===== config.mk =====
export PLATFORM = sky130hd
export DESIGN_NAME = osnt_output_demux
export DESIGN_NICKNAME = d
export VERILOG_FILES = /design/src/rtl/osnt_output_demux.sv
export SDC_FILE = /design/constraint.sdc
export NUM_CORES = 1
export LEC_CHECK = 0
export BUFFER_PORTS_ARGS = -buffer_cell sky130_fd_sc_hd__buf_2
export CORE_AREA = 5 5 397 399
export CTS_CLUSTER_SIZE = 8
export DETAILED_ROUTE_END_ITERATION = 12
export DIE_AREA = 0 0 402 404
export GPL_ROUTABILITY_DRIVEN = 0
export PLACE_DENSITY = 0.43
export SYNTH_ARGS = -nofsm -noshare
export SYNTH_HDL_FRONTEND = slang
export SYNTH_SLANG_ARGS = --single-unit

===== constraint.sdc =====
create_clock -name axi_aclk -period 50 [get_ports axi_aclk]
set_input_delay 7.5 -clock axi_aclk [delete_from_list [all_inputs] [get_ports axi_aclk]]
set_output_delay 7.5 -clock axi_aclk [all_outputs]
set_load 0.02 [all_outputs]

===== src/rtl/osnt_output_demux.sv =====
// osnt_output_demux
// Routes each whole packet of a single 64-bit AXI4-Stream to any subset of four
// MAC output streams. The routing comes from the first word's tuser byte
// [31:24]: only the even (MAC) bits 24/26/28/30 count, and the odd (DMA) bits
// are ignored. A packet with no MAC destination is dropped. Every output has a
// single registered stage. Multicast words are accepted only when all selected
// stages are free, so the copies stay word-aligned.
// Optional feature macro: OSNT_OUTPUT_DEMUX_DROP_COUNT_EN adds pkt_drop_count.
module osnt_output_demux #(
  parameter int C_M_AXIS_DATA_WIDTH  = 64,
  parameter int C_S_AXIS_DATA_WIDTH  = 64,
  parameter int C_M_AXIS_TUSER_WIDTH = 128,
  parameter int C_S_AXIS_TUSER_WIDTH = 128
) (
  input  logic                                 axi_aclk,
  input  logic                                 axi_reset,
  input  logic [C_S_AXIS_DATA_WIDTH-1:0]       s_axis_tdata,
  input  logic [(C_S_AXIS_DATA_WIDTH/8)-1:0]   s_axis_tstrb,
  input  logic [C_S_AXIS_TUSER_WIDTH-1:0]      s_axis_tuser,
  input  logic                                 s_axis_tvalid,
  input  logic                                 s_axis_tlast,
  output logic                                 s_axis_tready,
  output logic [C_M_AXIS_DATA_WIDTH-1:0]       m_axis_tdata_0,
  output logic [(C_M_AXIS_DATA_WIDTH/8)-1:0]   m_axis_tstrb_0,
  output logic [C_M_AXIS_TUSER_WIDTH-1:0]      m_axis_tuser_0,
  output logic                                 m_axis_tvalid_0,
  output logic                                 m_axis_tlast_0,
  input  logic                                 m_axis_tready_0,
  output logic [C_M_AXIS_DATA_WIDTH-1:0]       m_axis_tdata_1,
  output logic [(C_M_AXIS_DATA_WIDTH/8)-1:0]   m_axis_tstrb_1,
  output logic [C_M_AXIS_TUSER_WIDTH-1:0]      m_axis_tuser_1,
  output logic                                 m_axis_tvalid_1,
  output logic                                 m_axis_tlast_1,
  input  logic                                 m_axis_tready_1,
  output logic [C_M_AXIS_DATA_WIDTH-1:0]       m_axis_tdata_2,
  output logic [(C_M_AXIS_DATA_WIDTH/8)-1:0]   m_axis_tstrb_2,
  output logic [C_M_AXIS_TUSER_WIDTH-1:0]      m_axis_tuser_2,
  output logic                                 m_axis_tvalid_2,
  output logic                                 m_axis_tlast_2,
  input  logic                                 m_axis_tready_2,
  output logic [C_M_AXIS_DATA_WIDTH-1:0]       m_axis_tdata_3,
  output logic [(C_M_AXIS_DATA_WIDTH/8)-1:0]   m_axis_tstrb_3,
  output logic [C_M_AXIS_TUSER_WIDTH-1:0]      m_axis_tuser_3,
  output logic                                 m_axis_tvalid_3,
  output logic                                 m_axis_tlast_3,
  input  logic                                 m_axis_tready_3
`ifdef OSNT_OUTPUT_DEMUX_DROP_COUNT_EN
  ,
  output logic [31:0]                          pkt_drop_count
`endif
);

  localparam int STRB_W = C_M_AXIS_DATA_WIDTH / 8;

  localparam logic [1:0] ST_SOP  = 2'd0;
  localparam logic [1:0] ST_FWD  = 2'd1;
  localparam logic [1:0] ST_DROP = 2'd2;

  logic [1:0] state_r;
  logic [1:0] state_nxt_s;
  logic [3:0] dst_s;
  logic [3:0] dst_q_r;
  logic [3:0] sel_s;
  logic [3:0] free_s;
  logic [3:0] load_s;
  logic [3:0] m_tready_s;
  logic       s_tready_s;
  logic       accept_s;

  logic [3:0]                      tvalid_r;
  logic [3:0]                      tlast_r;
  logic [C_M_AXIS_DATA_WIDTH-1:0]  tdata_r [4];
  logic [STRB_W-1:0]               tstrb_r [4];
  logic [C_M_AXIS_TUSER_WIDTH-1:0] tuser_r [4];

  assign dst_s      = {s_axis_tuser[30], s_axis_tuser[28], s_axis_tuser[26], s_axis_tuser[24]};
  assign m_tready_s = {m_axis_tready_3, m_axis_tready_2, m_axis_tready_1, m_axis_tready_0};
  // A stage can take a new word if it is empty or being drained this cycle.
  assign free_s     = ~tvalid_r | m_tready_s;
  assign accept_s   = s_axis_tvalid & s_tready_s;
  assign load_s     = sel_s & {4{accept_s}};
  assign s_axis_tready = s_tready_s;

  // Route selection and input ready: all selected stages must be free together.
  always_comb begin
    sel_s      = 4'd0;
    s_tready_s = 1'b0;
    case (state_r)
      ST_SOP: begin
        sel_s      = dst_s;
        s_tready_s = s_axis_tvalid & ((dst_s & ~free_s) == 4'd0);
      end
      ST_FWD: begin
        sel_s      = dst_q_r;
        s_tready_s = ((dst_q_r & ~free_s) == 4'd0);
      end
      ST_DROP: begin
        sel_s      = 4'd0;
        s_tready_s = 1'b1;
      end
      default: begin
        sel_s      = 4'd0;
        s_tready_s = 1'b0;
      end
    endcase
  end

  // Packet framing: decide where the next accepted word belongs.
  always_comb begin
    state_nxt_s = state_r;
    case (state_r)
      ST_SOP: begin
        if (accept_s && !s_axis_tlast) begin
          state_nxt_s = (dst_s != 4'd0) ? ST_FWD : ST_DROP;
        end else begin
          state_nxt_s = ST_SOP;
        end
      end
      ST_FWD, ST_DROP: begin
        if (accept_s && s_axis_tlast) begin
          state_nxt_s = ST_SOP;
        end else begin
          state_nxt_s = state_r;
        end
      end
      default: state_nxt_s = ST_SOP;
    endcase
  end

  // FSM state and the destination mask held for the packet body.
  always_ff @(posedge axi_aclk or posedge axi_reset) begin
    if (axi_reset) begin
      state_r <= ST_SOP;
      dst_q_r <= 4'd0;
    end else begin
      state_r <= state_nxt_s;
      if (state_r == ST_SOP && accept_s && dst_s != 4'd0) begin
        dst_q_r <= dst_s;
      end
    end
  end

  for (genvar g = 0; g < 4; g++) begin : g_out
    // Output stage: load on a routed accept, retire when downstream takes it.
    always_ff @(posedge axi_aclk or posedge axi_reset) begin
      if (axi_reset) begin
        tvalid_r[g] <= 1'b0;
        tlast_r[g]  <= 1'b0;
        tdata_r[g]  <= '0;
        tstrb_r[g]  <= '0;
        tuser_r[g]  <= '0;
      end else if (load_s[g]) begin
        tvalid_r[g] <= 1'b1;
        tlast_r[g]  <= s_axis_tlast;
        tdata_r[g]  <= s_axis_tdata;
        tstrb_r[g]  <= s_axis_tstrb;
        tuser_r[g]  <= s_axis_tuser;
      end else if (m_tready_s[g]) begin
        tvalid_r[g] <= 1'b0;
      end
    end
  end

  assign m_axis_tvalid_0 = tvalid_r[0];
  assign m_axis_tlast_0  = tlast_r[0];
  assign m_axis_tdata_0  = tdata_r[0];
  assign m_axis_tstrb_0  = tstrb_r[0];
  assign m_axis_tuser_0  = tuser_r[0];
  assign m_axis_tvalid_1 = tvalid_r[1];
  assign m_axis_tlast_1  = tlast_r[1];
  assign m_axis_tdata_1  = tdata_r[1];
  assign m_axis_tstrb_1  = tstrb_r[1];
  assign m_axis_tuser_1  = tuser_r[1];
  assign m_axis_tvalid_2 = tvalid_r[2];
  assign m_axis_tlast_2  = tlast_r[2];
  assign m_axis_tdata_2  = tdata_r[2];
  assign m_axis_tstrb_2  = tstrb_r[2];
  assign m_axis_tuser_2  = tuser_r[2];
  assign m_axis_tvalid_3 = tvalid_r[3];
  assign m_axis_tlast_3  = tlast_r[3];
  assign m_axis_tdata_3  = tdata_r[3];
  assign m_axis_tstrb_3  = tstrb_r[3];
  assign m_axis_tuser_3  = tuser_r[3];

`ifdef OSNT_OUTPUT_DEMUX_DROP_COUNT_EN
  logic [31:0] drop_cnt_r;

  // Count packets whose first word carries no MAC destination; wraps naturally.
  always_ff @(posedge axi_aclk or posedge axi_reset) begin
    if (axi_reset) begin
      drop_cnt_r <= 32'd0;
    end else if (state_r == ST_SOP && accept_s && dst_s == 4'd0) begin
      drop_cnt_r <= drop_cnt_r + 32'd1;
    end
  end

  assign pkt_drop_count = drop_cnt_r;
`endif

endmodule

Word level (Yosys, flattened, before mapping) --
Cells that the tools add are included.
Word-level totals: bits in registers 814, bits in latches 0, bits in writable memories 0, memory bits (read-only) 0, input bits 208, output and inout bits 809, memories kept 0
Operators by class: add/sub/neg operators 0, $mul 0, div/mod/pow operators 0, order comparisons 0, equal/unequal tests 3, shift-type cells 0, muxes and demuxes 14, bitwise gates (word level) 8, reductions and logical operators 14
Operator list (number):
- $and A4 B4 Y4 | 3
- $logic_not A4 Y1 | 2
- $mux W1 | 8
- $not A4 Y4 | 2
- $pmux W4 S2 | 1
- $reduce_bool A2 Y1 | 4
- $mux W2 | 3
- $logic_and A1 B1 Y1 | 4
- $or A4 B4 Y4 | 1
- $pmux W2 S2 | 1
- $reduce_bool A4 Y1 | 1
- $pmux W1 S3 | 1
- $and A1 B1 Y1 | 2
- $eq A2 B1 Y1 const B | 1
- $eq A2 B2 Y1 const B | 1
- $logic_not A2 Y1 | 1
- $ne A2 B2 Y1 const B | 1
- $reduce_or A2 Y1 | 1
- $logic_not A1 Y1 | 1

Logic depth before layout (Yosys ltp) --
Gate-level depths: netlist of run 1.
word-level depth 11, gate-level depth with buffers 10

Worst setup path after synthesis of run 1 --
OpenSTA, ideal clock, no wires.
kind input port to output port, from input port s_axis_tuser[30], to output port s_axis_tready, arrival time 8.458 ns, slack 34.042 ns, stages 5, path buffers 1, cells stage by stage buf_2 nand3b_1 and4_1 nand3_1 a21oi_1
Between the ends: cells in the longest elaborated chain, start to end 4
RTL lines:
- from (decl) | line 19 | input logic [C_S_AXIS_TUSER_WIDTH-1:0] s_axis_tuser,
- $and A4 B4 Y4 | line 91 | s_tready_s = s_axis_tvalid & ((dst_s & ~free_s) == 4'd0);
- $logic_not A4 Y1 | line 91
- $and A1 B1 Y1 | line 91
- $pmux W1 S3 | line 88 | case (state_r)
- to (decl) | line 22 | output logic s_axis_tready,
No other way between the ends.

Worst setup path in the final report of run 1 --
from input port s_axis_tuser[28], to output port s_axis_tready
Same word-level chain as after synthesis.

==> results.json, run 1 <==
{
  "cts_tree": "built",
  "syn_to_final_growth_pct": 33.5,
  "die_x_um": 402,
  "antenna_found_initial": 23,
  "drtIter0Drc": 1531,
  "synth_area_sq_um": 30100,
  "synth_edf_count": 0,
  "gr-total-overflow": 0,
  "synthTopCellsByCount": "dfrtp_1, a32o_1, mux2_1",
  "boundaryPins": 1017,
  "cp.arrival_ns": 8.79,
  "synthFlopType": "dfrtp_1",
  "seq_area_sq_um": 20400,
  "cts_resized": 0,
  "path_class": "input pin to primary output",
  "crit_path_max_incr_delay_ns": 0.29,
  "wire_per_inst_um": 26.5,
  "ys_warn_count": 0,
  "r2r_slack_ns": 45.32,
  "grt_pass1_vias": 23700,
  "post-route-period-util": 0.326,
  "post_cts_buffers": 0,
  "cts.sinks": 814,
  "cts_buffers": 112,
  "pre_cts_ws_ns": 33.75,
  "tns_ns": 0,
  "hold_depth": 1,
  "h-tree-depth": 3,
  "nets": 3061,
  "async_flop_share": 1.00,
  "core_area_sq_um": 154000,
  "grtUsageTotal": 0.153,
  "ys_seq_elements": 814,
  "required_ns": 42.50,
  "viasPerCell": 4.68,
  "root_buffer": "clkbuf_16",
  "die_area_sq_um": 162000,
  "powerDensity_nw_per_um2": 78.2,
  "relSlewSlack": 0.267,
  "worst_slack_ns": 33.71,
  "end_kind": "primary output",
  "worst_pin_slew_ns": 1.10,
  "avgSynthCellArea_sq_um": 15.8,
  "yosysTopAreaCellShare": 0.678,
  "fillCellCount": 16200,
  "dr.pass1.iters": 5,
  "setup_violations": 0,
  "start_util": 0.196,
  "fmax_ghz": 0.0614,
  "status": "completed",
  "critPathMostFrequentCell": "buf_2",
  "synth.most_common_cell": "dfrtp_1",
  "worst_ir_drop_vdd_mv": 0.0378,
  "yosysUniqueCellTypes": 29,
  "reg2reg_depth": 7,
  "slowest_stage": "a21oi_1",
  "clockBufferDepth": 3,
  "cap_violations": 0,
  "routed_wl_mm": 130,
  "post-route-min-period_ns": 16.29,
  "power.leakage_nw": 18.4,
  "numPortBuffers": 1016,
  "synth.top_cells.by_area": "dfrtp_1, a32o_1, mux2_1, buf_2, clkbuf_1",
  "num_vias": 23000,
  "layout-drive-gt1-share": 0.425,
  "yosysTopAreaCell": "dfrtp_1",
  "dpl.hpwl_mm": 88.9,
  "ys_seq_area_frac": 0.678,
  "hp-class": "flip-flop to flip-flop",
  "drc_errors": 0,
  "grt_max_degree": 176,
  "rsz0062_at_grt": "false",
  "cp-start-kind": "input pin",
  "clk_pin_slew_ns": 0.05,
  "maxSlewViolCount": 0,
  "cts_hold_buf": 0,
  "finalClockSkew_ns": 0.0376,
  "ant_nets": 0,
  "multi_input_area_sq_um": 8720,
  "crit_chain": "buf_2, nand3b_1, and4_1, nand3_1, a21oi_1, buf_2",
  "synthCells": 1904,
  "grt_pass1_wl_mm": 185,
  "fp-row-count": 144,
  "synth_nets": 2116,
  "hold_viol_final": 0,
  "clk_latency_ns": 0.71,
  "dieHeight_um": 404,
  "cp_max_fo": 8
}
worst max-delay path, delay by kind of cell:
| kind | cells | cell delay (ns) |
|---|---|---|
| compound gates | 1 | 0.29 |
| buf+inv | 2 | 0.44 |
| simple gates | 3 | 0.54 |
sequential cells by signal (all words and copies together), names as in the netlist:
name             flops
dst_q_r              4
m_axis_tdata_0      64
m_axis_tdata_1      64
m_axis_tdata_2      64
m_axis_tdata_3      64
m_axis_tlast_0       1
m_axis_tlast_1       1
m_axis_tlast_2       1
m_axis_tlast_3       1
m_axis_tstrb_0       8
m_axis_tstrb_1       8
m_axis_tstrb_2       8
m_axis_tstrb_3       8
m_axis_tuser_0     128
m_axis_tuser_1     128
m_axis_tuser_2     128
m_axis_tuser_3     128
m_axis_tvalid_0      1
m_axis_tvalid_1      1
m_axis_tvalid_2      1
m_axis_tvalid_3      1
state_r              2
power by group:
group / switching (mW) / internal, mW / leakage, nW / total [mW]
registers: 0.163 / 0.974 / 9.97 / 1.14
logic: 0.868 / 0.451 / 6.94 / 1.32
clock network: 0.286 / 0.396 / 1.45 / 0.681
cell families (layout without fill, tap and decap cells):
family | count (synthesis) | count (layout) | synth area share
flops | 814 | 814 | 0.678
compound gates | 619 | 619 | 0.205
buf+inv | 237 | 1193 | 0.0337
mux | 205 | 205 | 0.0768
simple gates | 25 | 25 | 0.00487
fa+ha+maj | 4 | 4 | 0.00167
other cells | 0 | 8 | 0
final timing paths:
check                                               start                         endpoint
setup / recovery                         s_axis_tuser[28]                    s_axis_tready
hold / removal             m_axis_tuser_2[75]$_DFFE_PP0P_   m_axis_tuser_2[75]$_DFFE_PP0P_
setup reg to reg                   state_r[0]$_DFFE_PP0P_  m_axis_tuser_0[120]$_DFFE_PP0P_
hold reg to reg            m_axis_tuser_2[75]$_DFFE_PP0P_   m_axis_tuser_2[75]$_DFFE_PP0P_
max in group asynchronous                       axi_reset   m_axis_tdata_0[55]$_DFFE_PP0P_
min in group asynchronous                       axi_reset   m_axis_tdata_3[23]$_DFFE_PP0P_
routing by layer:
| metal | track usage | part of all wire | vias to the layer above |
|---|---|---|---|
| met5 | 0 | 0.00018 | - |
| met4 | 0.0523 | 0.034 | 4 |
| met3 | 0.0485 | 0.075 | 200 |
| li1 | - | - | 9570 |
| met1 | 0.182 | 0.39 | 12300 |
| met2 | 0.261 | 0.50 | 882 |
stage by stage:
stage               total power, mW  std cells  cell area [sq um]  hold slack (ns)   util
floorplan                      1.90       1904              30100            0.503      -
global placement               2.48       4779              37100            0.462  0.242
detailed placement             2.49       4779              37100            0.469  0.242
CTS                            3.19       4904              40100            0.480  0.261
global route                   3.30       4910              40100            0.488  0.261
finish                         3.14       4912              40100            0.475  0.261
cell usage in the layout, fill, tap and decap left out, types with 2 or more instances in the layout:
cell,Yosys,layout
clkbuf_16,0,112
dfrtp_1,814,814
o21ai_0,3,3
nor2_4,0,3
mux2_2,26,26
buf_2,98,1016
buf_12,0,2
a32o_1,603,603
clkinv_16,0,3
ha_1,4,4
mux2_1,179,179
or3_4,0,3
clkbuf_1,130,5
diode_2,0,8
inv_1,9,8
buf_4,0,41
nand2_1,3,3
nor2_1,5,2
nand3b_1,6,6
a22oi_1,4,4
a21oi_1,3,3
cell type report:
cell class,instances,area share
flip-flops and latches,814,0.508
multi-input cells,853,0.217
clock inverters,7,0.00349
well taps,2044,0.0638
repair buffers,1059,0.135
diodes,8,0.000499
inverters,9,0.00103
clock buffers,118,0.0707
Note: power is estimated with default switching activity, not from simulation.
==> inputs of run 2 (changes only) <==
==> config.mk (replaced) <==
export PLATFORM = sky130hd
export DESIGN_NAME = osnt_output_demux
export DESIGN_NICKNAME = d
export VERILOG_FILES = /design/src/rtl/osnt_output_demux.sv
export SDC_FILE = /design/constraint.sdc
export NUM_CORES = 1
export LEC_CHECK = 0
export ABC_AREA = 1
export BUFFER_PORTS_ARGS = -buffer_cell sky130_fd_sc_hd__buf_2
export CORE_AREA = 5 5 391 393
export CTS_CLUSTER_SIZE = 8
export DETAILED_ROUTE_END_ITERATION = 12
export DIE_AREA = 0 0 396 398
export GPL_ROUTABILITY_DRIVEN = 0
export PLACE_DENSITY = 0.46
export SYNTH_ARGS = -nofsm -noshare
export SYNTH_HDL_FRONTEND = slang
export SYNTH_SLANG_ARGS = --single-unit
==> constraint.sdc (replaced) <==
create_clock -name axi_aclk -period 14.3 [get_ports axi_aclk]
set_input_delay 2.145 -clock axi_aclk [delete_from_list [all_inputs] [get_ports axi_aclk]]
set_output_delay 2.145 -clock axi_aclk [all_outputs]
set_load 0.02 [all_outputs]
==> results.json, run 2 <==
{
  "async_flop_share": 1.00,
  "hold_viol_final": 0,
  "cts_tree": "built",
  "final_cell_mix": "nand2_1, buf_2, dfrtp_1",
  "cts.sinks": 814,
  "nets": 4691,
  "fp-row-count": 142,
  "yosysUniqueCellTypes": 18,
  "synth_area_sq_um": 30800,
  "rsz0062_at_grt": "false",
  "synth_compound_area_frac": 0.00163,
  "synthSimpleGateAreaFrac": 0.302,
  "required_ns": 12.15,
  "dr.pass1.iters": 5,
  "design_area_sq_um": 40800,
  "setup_violations": 0,
  "powerDensity_nw_per_um2": 236,
  "synthXorXnorAreaFrac": 0,
  "synthCells": 3495,
  "post_cts_buffers": 0,
  "clockBufferDepth": 3,
  "cts_hold_buf": 0,
  "ys_warn_count": 0,
  "fillCellCount": 16200,
  "synth-adder-area-share": 0.00163,
  "wire_per_inst_um": 21.3,
  "die_x_um": 396,
  "worst_pin_slew_ns": 1.02,
  "drtIter0Drc": 1688,
  "utilization": 0.274,
  "maxSlewViolCount": 0,
  "path_class": "input pin to primary output",
  "grt_pass1_wl_mm": 196,
  "grtUsageTotal": 0.168,
  "avgSynthCellArea_sq_um": 8.81,
  "r2r_slack_ns": 10.30,
  "synth.top_cells.by_area": "dfrtp_1, nand2_1, buf_2, inv_1, buf_4",
  "synthTopCellsByCount": "nand2_1, dfrtp_1, buf_2",
  "relSlewSlack": 0.318,
  "cp_max_fo": 7,
  "viasPerCell": 4.10,
  "drc_errors": 0,
  "ys_seq_elements": 814,
  "end_kind": "primary output",
  "layout-drive-gt1-share": 0.263,
  "numPortBuffers": 1016,
  "syn_to_final_growth_pct": 32.5,
  "clk_pin_slew_ns": 0.05,
  "grt_max_degree": 153,
  "fmax_ghz": 0.190,
  "status": "completed",
  "p_clk_frac": 0.254,
  "synth.most_common_cell": "nand2_1",
  "gr-total-overflow": 0,
  "h-tree-depth": 3,
  "multi_input_area_sq_um": 9400,
  "post-place-cells": 6308,
  "pwr-share-seq": 0.385,
  "power.leakage_nw": 23.4,
  "post-route-min-period_ns": 5.27,
  "seq_area_sq_um": 20400,
  "finalNonFillerCells": 6445,
  "cts_buffers": 113,
  "dpl.hpwl_mm": 96.6,
  "cts_resized": 0,
  "yosysTopAreaCell": "dfrtp_1",
  "routed_wl_mm": 137,
  "placed_cell_area_sq_um": 37700,
  "start_util": 0.207,
  "switchingPower_mw": 4.05,
  "core_area_sq_um": 149000,
  "cp-start-kind": "input pin",
  "synthMuxAreaShare": 0,
  "tns_ns": 0,
  "p_int_mw": 5.60,
  "num_vias": 26500,
  "finalClockSkew_ns": 0.0672,
  "netSwitchingFraction": 0.419,
  "cp.arrival_ns": 3.12,
  "ant_nets": 0,
  "root_buffer": "clkbuf_16",
  "worst_hold_slack_ns": 0.461,
  "clk_latency_ns": 0.74,
  "cap_violations": 0,
  "combPwrFrac": 0.361,
  "worst_ir_drop_vdd_mv": 0.125,
  "die_area_sq_um": 158000,
  "boundaryPins": 1017,
  "hp-class": "flip-flop to flip-flop",
  "synthFlopType": "dfrtp_1",
  "grt_pass1_vias": 26600,
  "yosysTopAreaCellShare": 0.662,
  "final_common_cell": "nand2_1",
  "synth_top_family_by_area": "simple AND/OR/NAND/NOR gates",
  "synth_edf_count": 0,
  "post-route-period-util": 0.368,
  "dieHeight_um": 398,
  "antenna_found_initial": 32,
  "ys_seq_area_frac": 0.662,
  "synth_nets": 3707
}
run 2: layout make-up:
| cell class | instances | share of cell area |
|---|---|---|
| inverters | 33 | 0.00386 |
| clock buffers | 120 | 0.0704 |
| diodes | 9 | 0.000552 |
| repair buffers | 1045 | 0.131 |
| multi-input cells | 2472 | 0.230 |
| well taps | 1944 | 0.0596 |
| flip-flops and latches | 814 | 0.499 |
| clock inverters | 8 | 0.00460 |
run 2: worst max-delay path, cell delays in order:
cell and delay (ns):
buf_2 0.17, nand3_1 0.10, nand2_1 0.05, nor2_1 0.10
nand2_1 0.08, nand3_2 0.12, nand2_1 0.07, inv_1 0.10
buf_2 0.18
run 2: kinds of logic after synthesis:
group	count (synthesis)
AOI/OAI and AO/OA	9
adders and majority gates	4
buffers and inverters	209
DFF	814
and+or+nand+nor	2459
run 2: metal layers:
layer	GRT usage	vias up	wire length [um]
li1	-	12400	-
met1	0.199	12800	54100
met2	0.282	911	66200
met3	0.0503	278	10400
met4	0.0782	8	6340
met5	0	-	57
run 2: worst paths after layout:
| kind | startpoint | to | depth (start not counted) |
|---|---|---|---|
| setup / recovery | s_axis_tuser[28] | s_axis_tready | 9 |
| max in group asynchronous | axi_reset | m_axis_tdata_0[17]$_DFFE_PP0P_ | 5 |
| setup reg to reg | state_r[0]$_DFFE_PP0P_ | m_axis_tdata_0[19]$_DFFE_PP0P_ | 15 |
| hold reg to reg | m_axis_tdata_2[24]$_DFFE_PP0P_ | m_axis_tdata_2[24]$_DFFE_PP0P_ | 2 |
| min in group asynchronous | axi_reset | m_axis_tuser_1[42]$_DFFE_PP0P_ | 2 |
| hold / removal | m_axis_tdata_2[24]$_DFFE_PP0P_ | m_axis_tdata_2[24]$_DFFE_PP0P_ | 2 |
run 2: stage by stage:
step / total power [mW] / setup slack [ns]
3_3_place_gp: 7.24 / 8.62
4_1_cts: 9.80 / 9.01
2_1_floorplan: 5.62 / 0.978
6_report: 9.65 / 9.03
5_1_grt: 10.2 / 8.92
3_5_place_dp: 7.28 / 8.60
run 2: power by group through the flow:
stage	combinational (mW)	clock [mW]	sequential [mW]
after floorplan	0.814	0	4.80
after global placement	3.52	0	3.71
after detailed placement	3.55	0	3.72
after CTS	3.55	2.53	3.71
after global routing	3.77	2.61	3.82
final	3.48	2.45	3.72
==> inputs of run 3 (changes only) <==
==> config.mk (replaced) <==
export PLATFORM = sky130hd
export DESIGN_NAME = osnt_output_demux
export DESIGN_NICKNAME = d
export VERILOG_FILES = /design/src/rtl/osnt_output_demux.sv
export SDC_FILE = /design/constraint.sdc
export NUM_CORES = 1
export LEC_CHECK = 0
export ABC_AREA = 0
export BUFFER_PORTS_ARGS = -buffer_cell sky130_fd_sc_hd__buf_2
export CORE_AREA = 5 5 397 399
export CTS_CLUSTER_SIZE = 8
export DETAILED_ROUTE_END_ITERATION = 12
export DIE_AREA = 0 0 402 404
export GPL_ROUTABILITY_DRIVEN = 0
export PLACE_DENSITY = 0.44
export SYNTH_ARGS = -nofsm -noshare
export SYNTH_HDL_FRONTEND = slang
export SYNTH_SLANG_ARGS = --single-unit
==> constraint.sdc (replaced) <==
create_clock -name axi_aclk -period 4.6 [get_ports axi_aclk]
set_input_delay 0.69 -clock axi_aclk [delete_from_list [all_inputs] [get_ports axi_aclk]]
set_output_delay 0.69 -clock axi_aclk [all_outputs]
set_load 0.02 [all_outputs]
==> results.json, run 3 (synthesis results as in run 1) <==
{
  "syn_to_final_growth_pct": 35.6,
  "cp.arrival_ns": 3.66,
  "reg2reg_depth": 6,
  "die_x_um": 402,
  "clockBufferDepth": 3,
  "design_area_sq_um": 40700,
  "r2r_slack_ns": 1.50,
  "worst_pin_slew_ns": 1.26,
  "hold_viol_final": 0,
  "rsz0062_at_grt": "false",
  "layout-drive-gt1-share": 0.432,
  "dr.pass1.iters": 5,
  "grt_max_degree": 183,
  "clk_pin_slew_ns": 0.05,
  "cap_violations": 0,
  "cts_buffers": 112,
  "cp_max_fo": 97,
  "crit_chain": "nand3b_1, and4_1, a221oi_4, nor3_2, buf_12, mux2_1",
  "powerDensity_nw_per_um2": 841,
  "cts_resized": 0,
  "utilization": 0.265,
  "maxSlewViolCount": 0,
  "wire_per_inst_um": 26.1,
  "tns_ns": 0,
  "core_area_sq_um": 154000,
  "r2r-end": "m_axis_tuser_2[89]$_DFFE_PP0P_",
  "crit_cells": 6,
  "crit_buf_inv": 1,
  "hp-class": "input pin to asynchronous set/reset pin",
  "grt_pass1_vias": 23700,
  "setup_violations": 0,
  "required_ns": 5.15,
  "power.leakage_nw": 18.7,
  "routed_wl_mm": 129,
  "grt_pass1_wl_mm": 183,
  "cts.sinks": 814,
  "root_buffer": "clkbuf_16",
  "nets": 3096,
  "start_util": 0.196,
  "dpl.hpwl_mm": 89.9,
  "dieHeight_um": 404,
  "placed_cell_area_sq_um": 37700,
  "drtIter0Drc": 1550,
  "r2r_start": "m_axis_tvalid_2$_DFFE_PP0P_",
  "die_area_sq_um": 162000,
  "boundaryPins": 1017,
  "worst_ir_drop_vdd_mv": 0.381,
  "num_vias": 23200,
  "cp_top_family": "simple AND/OR/NAND/NOR gates",
  "post-route-period-util": 0.674,
  "grtUsageTotal": 0.151,
  "viasPerCell": 4.70,
  "status": "completed",
  "numPortBuffers": 1016,
  "relSlewSlack": 0.160,
  "worst_hold_slack_ns": 0.117,
  "path_class": "flip-flop to flip-flop",
  "h-tree-depth": 3,
  "cts_tree": "built",
  "slowest_stage": "a221oi_4",
  "post_cts_buffers": 0,
  "pre_cts_ws_ns": 1.25,
  "cts_hold_buf": 0,
  "finalClockSkew_ns": 0.0533,
  "fp-row-count": 144,
  "final_common_cell": "buf_2",
  "drc_errors": 0,
  "crit_path_max_incr_delay_ns": 0.60,
  "end_kind": "flip-flop",
  "ant_nets": 0,
  "cp-start-kind": "flip-flop",
  "antenna_found_initial": 26,
  "fmax_ghz": 0.322,
  "worst_slack_ns": 1.50,
  "post-route-min-period_ns": 3.10,
  "clk_latency_ns": 0.71,
  "final_cell_mix": "buf_2, dfrtp_1, a32o_1",
  "gr-total-overflow": 0
}
## run 3: cell count changes in the layout (fill, tap and decap cells not counted), moves of 6 or more
cell | previous run | this run
inv_1 | 25 | 8
nand3b_1 | 0 | 6
nand2_1 | 2436 | 3
mux2_1 | 0 | 179
nand3_1 | 8 | 1
a32o_1 | 0 | 603
buf_4 | 24 | 49
buf_12 | 5 | 29
mux2_2 | 0 | 26
## run 3: worst max path at each step
stage	slack, ns	end	startpoint
floorplan	-7.27	dst_q_r[0]$_DFFE_PP0P_	axi_reset
global placement	1.29	m_axis_tdata_0[10]$_DFFE_PP0P_	s_axis_tuser[30]
detailed placement	1.25	m_axis_tdata_0[10]$_DFFE_PP0P_	s_axis_tuser[30]
CTS	1.45	s_axis_tready	state_r[1]$_DFFE_PP0P_
global route	1.40	s_axis_tready	state_r[1]$_DFFE_PP0P_
finish	1.50	m_axis_tuser_2[89]$_DFFE_PP0P_	m_axis_tvalid_2$_DFFE_PP0P_
## run 3: final cells by class
class,instances,area (sq um)
Inverter,9,37.5
Tap cell,2044,2560
Fill cell,16200,113000
Timing Repair Buffer,1094,6030
Clock inverter,7,143
Multi-Input combinational cell,853,8720
Sequential cell,814,20400
Antenna cell,7,17.5
Clock buffer,118,2870
## run 3: metrics by stage
step / std cells / power (mW)
after floorplan: 1904 / 20.6
after global placement: 4814 / 27.1
after detailed placement: 4814 / 27.2
after CTS: 4939 / 34.9
after global routing: 4944 / 36.0
final: 4946 / 34.3
## run 3: power breakdown
| group | internal [mW] | switching, mW | leakage, nW |
|---|---|---|---|
| Clock | 4.34 | 3.10 | 1.47 |
| Combinational | 5.04 | 9.37 | 7.23 |
| Sequential | 10.6 | 1.84 | 9.97 |
| Total | 20.0 | 14.3 | 18.7 |
## run 3: metal layers
layer  routed length, um  up-vias  GRT usage
met2               64100      918      0.255
met1               50600    12400      0.181
met4                5590        2     0.0676
li1                    -     9644          -
met3                8860      233     0.0406
met5                  11        -          0
